--- src/rtl/hwpe_stream_package.sv ---
// Shared types for the hwpe stream elastic buffer.
// Stage state encoding and a capacity helper.
package hwpe_stream_package;

    typedef enum logic [1:0] {
        BUF_EMPTY,
        BUF_ONE,
        BUF_TWO
    } hwpe_stream_buf_state_t;

    // Beats a chain of stages can hold.
    function automatic int unsigned buf_capacity(
        input int unsigned nb_stages,
        input bit          cut_ready
    );
        return nb_stages * (cut_ready ? 2 : 1);
    endfunction

endpackage

--- src/rtl/hwpe_stream_intf_stream.sv ---
// Valid/ready stream bundle carrying data and byte strobes.
// source drives the beat, sink drives ready.
interface hwpe_stream_intf_stream #(
    parameter int unsigned DATA_WIDTH = 32
);

    logic                    valid;
    logic                    ready;
    logic [DATA_WIDTH-1:0]   data;
    logic [DATA_WIDTH/8-1:0] strb;

    modport source (
        output valid,
        output data,
        output strb,
        input  ready
    );

    modport sink (
        input  valid,
        input  data,
        input  strb,
        output ready
    );

endinterface

--- src/rtl/hwpe_stream_elastic_stage.sv ---
// One register stage of the elastic buffer.
// Spill register with registered ready, or single slot.
module hwpe_stream_elastic_stage
    import hwpe_stream_package::*;
#(
    parameter int unsigned DATA_WIDTH = 32,
    parameter bit          CUT_READY  = 1'b1
) (
    input  logic                    clk,
    input  logic                    rst,
    input  logic                    clear,
    input  logic                    in_valid,
    output logic                    in_ready,
    input  logic [DATA_WIDTH-1:0]   in_data,
    input  logic [DATA_WIDTH/8-1:0] in_strb,
    output logic                    out_valid,
    input  logic                    out_ready,
    output logic [DATA_WIDTH-1:0]   out_data,
    output logic [DATA_WIDTH/8-1:0] out_strb
);

    localparam int unsigned STRB_WIDTH = DATA_WIDTH / 8;

    typedef struct packed {
        logic [STRB_WIDTH-1:0] strb;
        logic [DATA_WIDTH-1:0] data;
    } beat_t;

    hwpe_stream_buf_state_t state_q, state_d;
    beat_t main_q, main_d;
    beat_t skid_q, skid_d;
    beat_t in_beat;
    logic  in_hs;
    logic  out_hs;

    assign in_beat   = '{strb: in_strb, data: in_data};
    assign out_valid = (state_q != BUF_EMPTY);
    assign out_data  = main_q.data;
    assign out_strb  = main_q.strb;
    assign in_hs     = in_valid & in_ready;
    assign out_hs    = out_valid & out_ready;

    if (CUT_READY) begin : g_spill

        // Ready depends only on local state, never on out_ready.
        assign in_ready = (state_q != BUF_TWO);

        // Next state: main slot feeds the output, skid absorbs a stall.
        always_comb begin
            state_d = state_q;
            main_d  = main_q;
            skid_d  = skid_q;
            unique case (state_q)
                BUF_EMPTY: begin
                    if (in_hs) begin
                        state_d = BUF_ONE;
                        main_d  = in_beat;
                    end
                end
                BUF_ONE: begin
                    if (in_hs && out_hs) begin
                        main_d = in_beat;
                    end else if (in_hs) begin
                        state_d = BUF_TWO;
                        skid_d  = in_beat;
                    end else if (out_hs) begin
                        state_d = BUF_EMPTY;
                    end
                end
                BUF_TWO: begin
                    if (out_hs) begin
                        state_d = BUF_ONE;
                        main_d  = skid_q;
                    end
                end
                default: state_d = BUF_EMPTY;
            endcase
        end

    end else begin : g_single

        // Passing ready through lets a full slot refill while it drains.
        assign in_ready = (state_q == BUF_EMPTY) | out_ready;

        // Next state: single slot, reload on every accepted beat.
        always_comb begin
            state_d = state_q;
            main_d  = main_q;
            skid_d  = '0;
            if (in_hs) begin
                state_d = BUF_ONE;
                main_d  = in_beat;
            end else if (out_hs) begin
                state_d = BUF_EMPTY;
            end
        end

    end

    // State and slot registers; flush drops everything held.
    always_ff @(posedge clk) begin
        if (rst || clear) begin
            state_q <= BUF_EMPTY;
            main_q  <= '0;
            skid_q  <= '0;
        end else begin
            state_q <= state_d;
            main_q  <= main_d;
            skid_q  <= skid_d;
        end
    end

endmodule

--- src/rtl/hwpe_stream_elastic_buffer.sv ---
// Chain of elastic stages between two streams.
// Tracks occupancy so upstream can see empty/full.
module hwpe_stream_elastic_buffer
    import hwpe_stream_package::*;
#(
    parameter int          DATA_WIDTH = 32,
    parameter int          NB_STAGES  = 2,
    parameter bit          CUT_READY  = 1'b1,
    localparam int unsigned CAP       = buf_capacity(NB_STAGES, CUT_READY),
    localparam int unsigned CNT_WIDTH = $clog2(CAP + 1)
) (
    input  logic                  clk_i,
    input  logic                  rst_i,
    input  logic                  clear_i,
    input  logic                  test_mode_i,
    hwpe_stream_intf_stream.sink   push_i,
    hwpe_stream_intf_stream.source pop_o,
    output logic [CNT_WIDTH-1:0]  count_o,
    output logic                  empty_o,
    output logic                  full_o
);

    if (NB_STAGES < 1) begin : g_bad_stages
        $error("hwpe_stream_elastic_buffer: NB_STAGES must be >= 1");
    end

    localparam int unsigned STRB_WIDTH = DATA_WIDTH / 8;

    logic                  valid [NB_STAGES+1];
    logic                  ready [NB_STAGES+1];
    logic [DATA_WIDTH-1:0] data  [NB_STAGES+1];
    logic [STRB_WIDTH-1:0] strb  [NB_STAGES+1];

    logic                 push_hs;
    logic                 pop_hs;
    logic [CNT_WIDTH-1:0] count_q;
    logic                 unused_test_mode;

    assign unused_test_mode = test_mode_i;

    assign valid[0]     = push_i.valid;
    assign data[0]      = push_i.data;
    assign strb[0]      = push_i.strb;
    assign push_i.ready = ready[0] & ~clear_i & ~rst_i;

    assign pop_o.valid      = valid[NB_STAGES];
    assign pop_o.data       = data[NB_STAGES];
    assign pop_o.strb       = strb[NB_STAGES];
    assign ready[NB_STAGES] = pop_o.ready;

    for (genvar i = 0; i < NB_STAGES; i++) begin : g_stage
        hwpe_stream_elastic_stage #(
            .DATA_WIDTH (DATA_WIDTH),
            .CUT_READY  (CUT_READY)
        ) i_stage (
            .clk       (clk_i),
            .rst       (rst_i),
            .clear     (clear_i),
            .in_valid  (valid[i]),
            .in_ready  (ready[i]),
            .in_data   (data[i]),
            .in_strb   (strb[i]),
            .out_valid (valid[i+1]),
            .out_ready (ready[i+1]),
            .out_data  (data[i+1]),
            .out_strb  (strb[i+1])
        );
    end

    assign push_hs = push_i.valid & push_i.ready;
    assign pop_hs  = pop_o.valid & pop_o.ready;

    // Occupancy follows accepted and delivered beats.
    always_ff @(posedge clk_i) begin
        if (rst_i || clear_i) begin
            count_q <= '0;
        end else begin
            count_q <= count_q + CNT_WIDTH'(push_hs) - CNT_WIDTH'(pop_hs);
        end
    end

    assign count_o = count_q;
    assign empty_o = (count_q == '0);
    assign full_o  = (count_q == CNT_WIDTH'(CAP));

endmodule

--- src/flat_wrapper.sv ---
// flat-port wrapper written by rule: the top's interface ports become plain ports
module hwpe_stream_elastic_buffer_flat import hwpe_stream_package::*;
#(
    parameter int          DATA_WIDTH = 32,
    parameter int          NB_STAGES  = 2,
    parameter bit          CUT_READY  = 1'b1,
    localparam int unsigned CAP       = buf_capacity(NB_STAGES, CUT_READY),
    localparam int unsigned CNT_WIDTH = $clog2(CAP + 1)
)
  (clk_i, rst_i, clear_i, test_mode_i, count_o, empty_o, full_o, push_i_valid, push_i_data, push_i_strb, push_i_ready, pop_o_valid, pop_o_data, pop_o_strb, pop_o_ready);
  hwpe_stream_intf_stream #(.DATA_WIDTH(DATA_WIDTH)) push_i_i ();
  hwpe_stream_intf_stream #(.DATA_WIDTH(DATA_WIDTH)) pop_o_i ();
  input  logic clk_i;
  input  logic rst_i;
  input  logic clear_i;
  input  logic test_mode_i;
  output logic [CNT_WIDTH-1:0] count_o;
  output logic empty_o;
  output logic full_o;
  input wire logic [$bits(push_i_i.valid)-1:0] push_i_valid;
  input wire logic [$bits(push_i_i.data)-1:0] push_i_data;
  input wire logic [$bits(push_i_i.strb)-1:0] push_i_strb;
  output wire logic [$bits(push_i_i.ready)-1:0] push_i_ready;
  output wire logic [$bits(pop_o_i.valid)-1:0] pop_o_valid;
  output wire logic [$bits(pop_o_i.data)-1:0] pop_o_data;
  output wire logic [$bits(pop_o_i.strb)-1:0] pop_o_strb;
  input wire logic [$bits(pop_o_i.ready)-1:0] pop_o_ready;
  assign push_i_i.valid = push_i_valid;
  assign push_i_i.data = push_i_data;
  assign push_i_i.strb = push_i_strb;
  assign push_i_ready = push_i_i.ready;
  assign pop_o_valid = pop_o_i.valid;
  assign pop_o_data = pop_o_i.data;
  assign pop_o_strb = pop_o_i.strb;
  assign pop_o_i.ready = pop_o_ready;
  hwpe_stream_elastic_buffer #(.DATA_WIDTH(DATA_WIDTH), .NB_STAGES(NB_STAGES), .CUT_READY(CUT_READY)) u_core (.clk_i(clk_i), .rst_i(rst_i), .clear_i(clear_i), .test_mode_i(test_mode_i), .push_i(push_i_i), .pop_o(pop_o_i), .count_o(count_o), .empty_o(empty_o), .full_o(full_o));
endmodule
--- config.mk ---
export PLATFORM = sky130hd
export DESIGN_NAME = hwpe_stream_elastic_buffer_flat
export DESIGN_NICKNAME = d
export VERILOG_FILES = /design/src/rtl/hwpe_stream_package.sv /design/src/rtl/hwpe_stream_intf_stream.sv /design/src/rtl/hwpe_stream_elastic_stage.sv /design/src/rtl/hwpe_stream_elastic_buffer.sv /design/src/flat_wrapper.sv
export SDC_FILE = /design/constraint.sdc
export NUM_CORES = 1
export LEC_CHECK = 0
export CAP_MARGIN = 5
export CORE_MARGIN = 2
export CORE_UTILIZATION = 40
export CTS_CLUSTER_DIAMETER = 80
export DETAILED_ROUTE_END_ITERATION = 16
export SYNTH_ARGS = -nofsm -noshare
export SYNTH_HDL_FRONTEND = slang
export SYNTH_HIERARCHICAL = 1
export SYNTH_SLANG_ARGS = --single-unit
--- constraint.sdc ---
create_clock -name clk_i -period 5.4 [get_ports clk_i]
set_clock_uncertainty 0.1 [all_clocks]
set_input_delay 1.08 -clock clk_i [delete_from_list [all_inputs] [get_ports clk_i]]
set_output_delay 1.08 -clock clk_i [all_outputs]
set_load 0.01 [all_outputs]
* After elaboration in Yosys (flattened, before gate mapping)
Index checks and enable logic that the tools add are counted.
Cells by class: eq/ne operators 17, bitwise logic cells 10, add/sub/neg operators 2, muxes and demuxes 19, reduce and logical (&&, ||, !) cells 16
Operators by type and width (count):
- 36-bit two-way mux | 6
- 36-bit case mux with 3 select lines | 2
- 2-bit two-way mux | 9
- 2-bit inequality test, second input constant | 9
- 4-bit AND reduction | 4
- 2-bit case mux with 3 select lines | 2
- 1-bit AND | 6
- 3-bit AND reduction | 2
- 3-bit nonzero test | 2
- 2-bit by 1-bit equality test with 1-bit output, second input constant | 2
- 2-bit equality test, second input constant | 2
- 2-bit logical NOT | 2
- 1-bit inverter | 4
- 2-bit nonzero test | 2
- 3-bit by 1-bit adder with 3-bit output | 1
- 3-bit equality test, second input constant | 1
- 3-bit logical NOT | 1
- 3-bit by 2-bit inequality test with 1-bit output, second input constant | 1
- 3-bit inequality test, second input constant | 1
- 3-bit by 1-bit subtractor with 3-bit output | 1
- 1-bit logical AND | 2
- 2-bit by 1-bit inequality test with 1-bit output, second input constant | 1
- 1-bit logical OR | 1
Storage, ports and cells: register bits after elaboration 151, word-level logic and storage cells 75, input port bits 42, output and inout bits 43

* Depth between registers and ports, before layout
word-level depth 6, mapped depth 12, depth with buffers taken out 10

* By module
The synthesis kept the hierarchy.
By module, submodules not included:
- hwpe_stream_elastic_stage | sequential area each 1481.4 µm², area an instance 3298.2 µm², instances 2, cells an instance 343
- hwpe_stream_elastic_buffer | sequential area each 60.1 µm², area an instance 187.7 µm², instances 1, cells an instance 17

* Worst setup path before layout
OpenSTA, ideal clock, no wires.
path type input -> register, from input port clear_i, to register u_core.count_q[2] (netlist: u_core/count_o[2]), setup time 0.111 ns, path slack 2.544 ns, arrival time 2.646 ns, stages 9, required time 5.189 ns, buffers on the path 0, cell sequence nor3b_1 > nand2_1 > ha_1 > inv_1 > ha_1 > inv_1 > fa_1 > xnor3_1 > nor3_2
On the way: longest elaborated chain between the ends 6, elaborated cells between the ends (all ways) 7, classes of those cells add/sub: 2; bitwise: 4; reduce/logical: 1
RTL lines:
- from (decl) | RTL line flat_wrapper.sv:15 | input logic clear_i;
- 1-bit inverter | RTL line hwpe_stream_elastic_buffer.sv:44 | assign push_i.ready = ready[0] & ~clear_i & ~rst_i;
- 1-bit AND (2 in series) | RTL line hwpe_stream_elastic_buffer.sv:44
- 1-bit AND | RTL line hwpe_stream_elastic_buffer.sv:70 | assign push_hs = push_i.valid & push_i.ready;
- 3-bit by 1-bit adder with 3-bit output | RTL line hwpe_stream_elastic_buffer.sv:78 | count_q <= count_q + CNT_WIDTH'(push_hs) - CNT_WIDTH'(pop_hs);
- 3-bit by 1-bit subtractor with 3-bit output | RTL line hwpe_stream_elastic_buffer.sv:78
- to (signal assigned) | RTL line hwpe_stream_elastic_buffer.sv:78
- to (decl) | RTL line hwpe_stream_elastic_buffer.sv:36 | logic [CNT_WIDTH-1:0] count_q;
Several ways; a longest one is shown, not always the timed one. A chain may end at the register's enable or synchronous reset.

* Worst setup path in the final report
from input port clear_i, to output port push_i_ready
On the way: longest elaborated chain between the ends 3
RTL lines:
- 1-bit inverter | RTL line hwpe_stream_elastic_buffer.sv:44
- 1-bit AND (2 in series) | RTL line hwpe_stream_elastic_buffer.sv:44
- to (decl) | RTL line flat_wrapper.sv:23 | output wire logic [$bits(push_i_i.ready)-1:0] push_i_ready;
Every way passes these cells.

==> results.ini <==
[cells_and_area]
fin_util_pct = 49.25
fin_cells = 977
fin_nets = 792
area_growth_pct = 20.38
diodes = 0
layout-drive-gt1-share_pct = 14.93
n_fill_cell = 1526

[synth]
synth-compound-area-share_pct = 26.71
yosysTopAreaCell = dfxtp_1
synth_area_leaders = dfxtp_1 45%, a211oi_2 11%, mux2i_1 11%
synth_nets = 748
async_reset_ff_share_pct = 0
synthAdderAreaFrac_pct = 0.6640
synth-main-ff-cell = dfxtp_1
synth_seq_cells = 151
synth_edf_count = 0
synth_cell_types = 27
synth_area_per_cell_sq_um = 9.650
yosysWarningCount = 6
syn-cell-area_sq_mm = 0.006784
synth_top_family_by_area = compound AO/OA/AOI/OAI gates
synth_top_area_share_pct = 44.56
synthCells = 703
synth_seq_area_share_pct = 44.56
synthMuxAreaShare_pct = 10.62
synth_simple_gate_area_share_pct = 11.21
synth_xor_area_share_pct = 0.3320

[critical_path]
crit_slowest_cell = clkdlybuf4s50_1
path_cells = clkdlybuf4s50_1 > nor3b_1 > clkdlybuf4s50_1
max_stage_delay_ns = 0.59
crit_arrival_ns = 2.47
path_buf_inv = 2
startpoint_type = primary input
cp_top_family = buffers and inverters
path_max_fanout = 6
path_class = in2out
worstPathRequired_ns = 4.22
end_kind = output pin
cp_common_cell = clkdlybuf4s50_1

[timing]
slew_viol_final = 0
post-route-min-period_ns = 3.651
grt_setup_unrepaired = false
hold_violations = 0
relSlewSlack_pct = 27.12
setup_viol_count_final = 0
tns_ns = 0
post-route-period-util_pct = 67.61
hold_slack_ns = 0.3516
timing.fmax_mhz = 273.9
tightest_slew_ns = 1.093

[placed_design]
dpl.cell_count = 948
port_buffers = 83
dp_hpwl_um = 10430
globalplace.congestion = 0.7605

[detailed_routing]
vias = 5382
drc_errors = 0
drtAntennaViolNets = 0
vias_per_cell = 5.509
wl_um = 17470
wire_per_inst_um = 17.88
drt_iter0_drc = 322
drtPass1Iterations = 5

[run]
drv_cap = 0

[die]
start_util_pct = 40.91
placementRows = 47
die-height_um = 134.2
dieArea_sq_mm = 0.01802
coreArea_sq_mm = 0.01658
dieWidth_um = 134.2
ios = 85

[clocking]
cts-root-buf = clkbuf_16
ctsResizeCount = 0
cts_buffer_depth = 2
ctsHoldBuffers = 0
cts_setup_buffers = 0
cts.clk_slew.worst_paths_ns = 0.05
insertion_delay_ns = 0.42
clock_sinks = 151
htree_levels = 4
tritoncts = yes
cts-buffers-inserted = 17

[global_routing]
antenna_found_initial = 0
grt_max_degree = 52
grt_pass1_vias = 5282
grt_pass1_wl_um = 27770
gr-usage-all-layers_pct = 19.73
grt_overflow = 0

[power_and_ir_drop]
ir_drop_uv = 235.3
power_mw = 2.429
p_leak_nw = 3.017
power_density_mw_per_mm2 = 297.4

[min_path]
hp-class = reg2reg

[status]
status = finished clean

[cell usage after synthesis, types with 3 or more instances]
master / n
dfxtp_1: 151
nand2_1: 149
a211oi_1: 86
a21oi_1: 74
mux2i_1: 72
a211oi_2: 60
clkbuf_1: 36
buf_2: 20
buf_6: 10
buf_4: 6
a21o_1: 4
nand2b_1: 4
or2_2: 4
and2_1: 3
nor3b_1: 3
[flip-flops by register name, summed over array words and instances (netlist names)]
| register | flops |
|---|---|
| u_core/g_stage.i_stage/out_data | 64 |
| u_core/count_o | 3 |
| u_core/g_stage.i_stage/out_strb | 8 |
| u_core/g_stage.i_stage/skid_q | 72 |
| u_core/g_stage.i_stage/state_q | 4 |
[metrics by stage]
step	setup slack [ns]	instance area, sq um
4_1_cts	1.739	8167
3_3_place_gp	1.744	7645
6_report	1.749	8167
2_1_floorplan	2.544	6784
3_5_place_dp	1.726	7645
5_1_grt	1.662	8167
[cell families after synthesis]
| logic type | after synthesis |
|---|---|
| simple gates | 176 |
| buf+inv | 74 |
| flops | 151 |
| compound gates | 226 |
| xor+xnor | 1 |
| fa+ha+maj | 3 |
| mux | 72 |
[metal layers]
| layer | GRT usage [%] | vias to the layer above | part of all wire (%) |
|---|---|---|---|
| met5 | 0 | - | 0 |
| met3 | 4.233 | 22 | 5.5 |
| met1 | 26.02 | 2577 | 46 |
| met2 | 31.55 | 161 | 47 |
| met4 | 7.836 | 0 | 1.9 |
| li1 | - | 2622 | - |
[tightest hold or removal path, cell delays in order, from the launching register on]
cell,delay (ns)
dfxtp_1,0.30
nand2_1,0.05
a21oi_1,0.05
[worst paths after layout]
kind / start / endpoint / slack [ns] / depth (start not counted)
max: clear_i / push_i_ready / 1.75 / 3
min: u_core/g_stage[0].i_stage/skid_q[14] / u_core/g_stage[0].i_stage/skid_q[14] / 0.35 / 2
max reg2reg: u_core/g_stage[1].i_stage/state_q[0] / u_core/g_stage[0].i_stage/out_data[11] / 2.12 / 6
min reg2reg: u_core/g_stage[0].i_stage/skid_q[14] / u_core/g_stage[0].i_stage/skid_q[14] / 0.35 / 2
[layout make-up]
class                           instances  area [sq um]  area share [%]
Multi-Input combinational cell        478          3403           41.67
Sequential cell                       151          3023           37.02
Timing Repair Buffer                   97         935.9           11.46
Clock buffer                           24         471.7           5.776
Tap cell                              220         275.3           3.371
Clock inverter                          5         50.05          0.6128
Inverter                                2         7.507         0.09193
[report_power, final]
| group | internal (mW) | switching, mW | leakage, nW |
|---|---|---|---|
| combinational | 0.0925 | 0.109 | 1.53 |
| sequential | 1.14 | 0.0176 | 1.22 |
| clock | 0.646 | 0.428 | 0.260 |
[layout by cell type (no fill, tap or decap), drive strengths merged]
master	synthesis	routed
inv	2	2
a21oi	74	74
ha	2	2
clkbuf	36	24
xnor3	1	1
fa	1	1
clkdlybuf4s50	0	83
and2	3	3
dfxtp	151	151
o21bai	2	2
a211oi	146	146
and3b	2	2
nor2b	2	2
a21o	4	4
or3b	2	2
nor3	3	3
clkinv	0	4
nand4bb	2	2
buf	36	14
nor4bb	2	2
nor3b	3	3
bufinv	0	1
mux2i	72	72
or2	4	4
nand2	149	149
nand2b	4	4
Note: power is estimated with default switching activity, not from simulation.
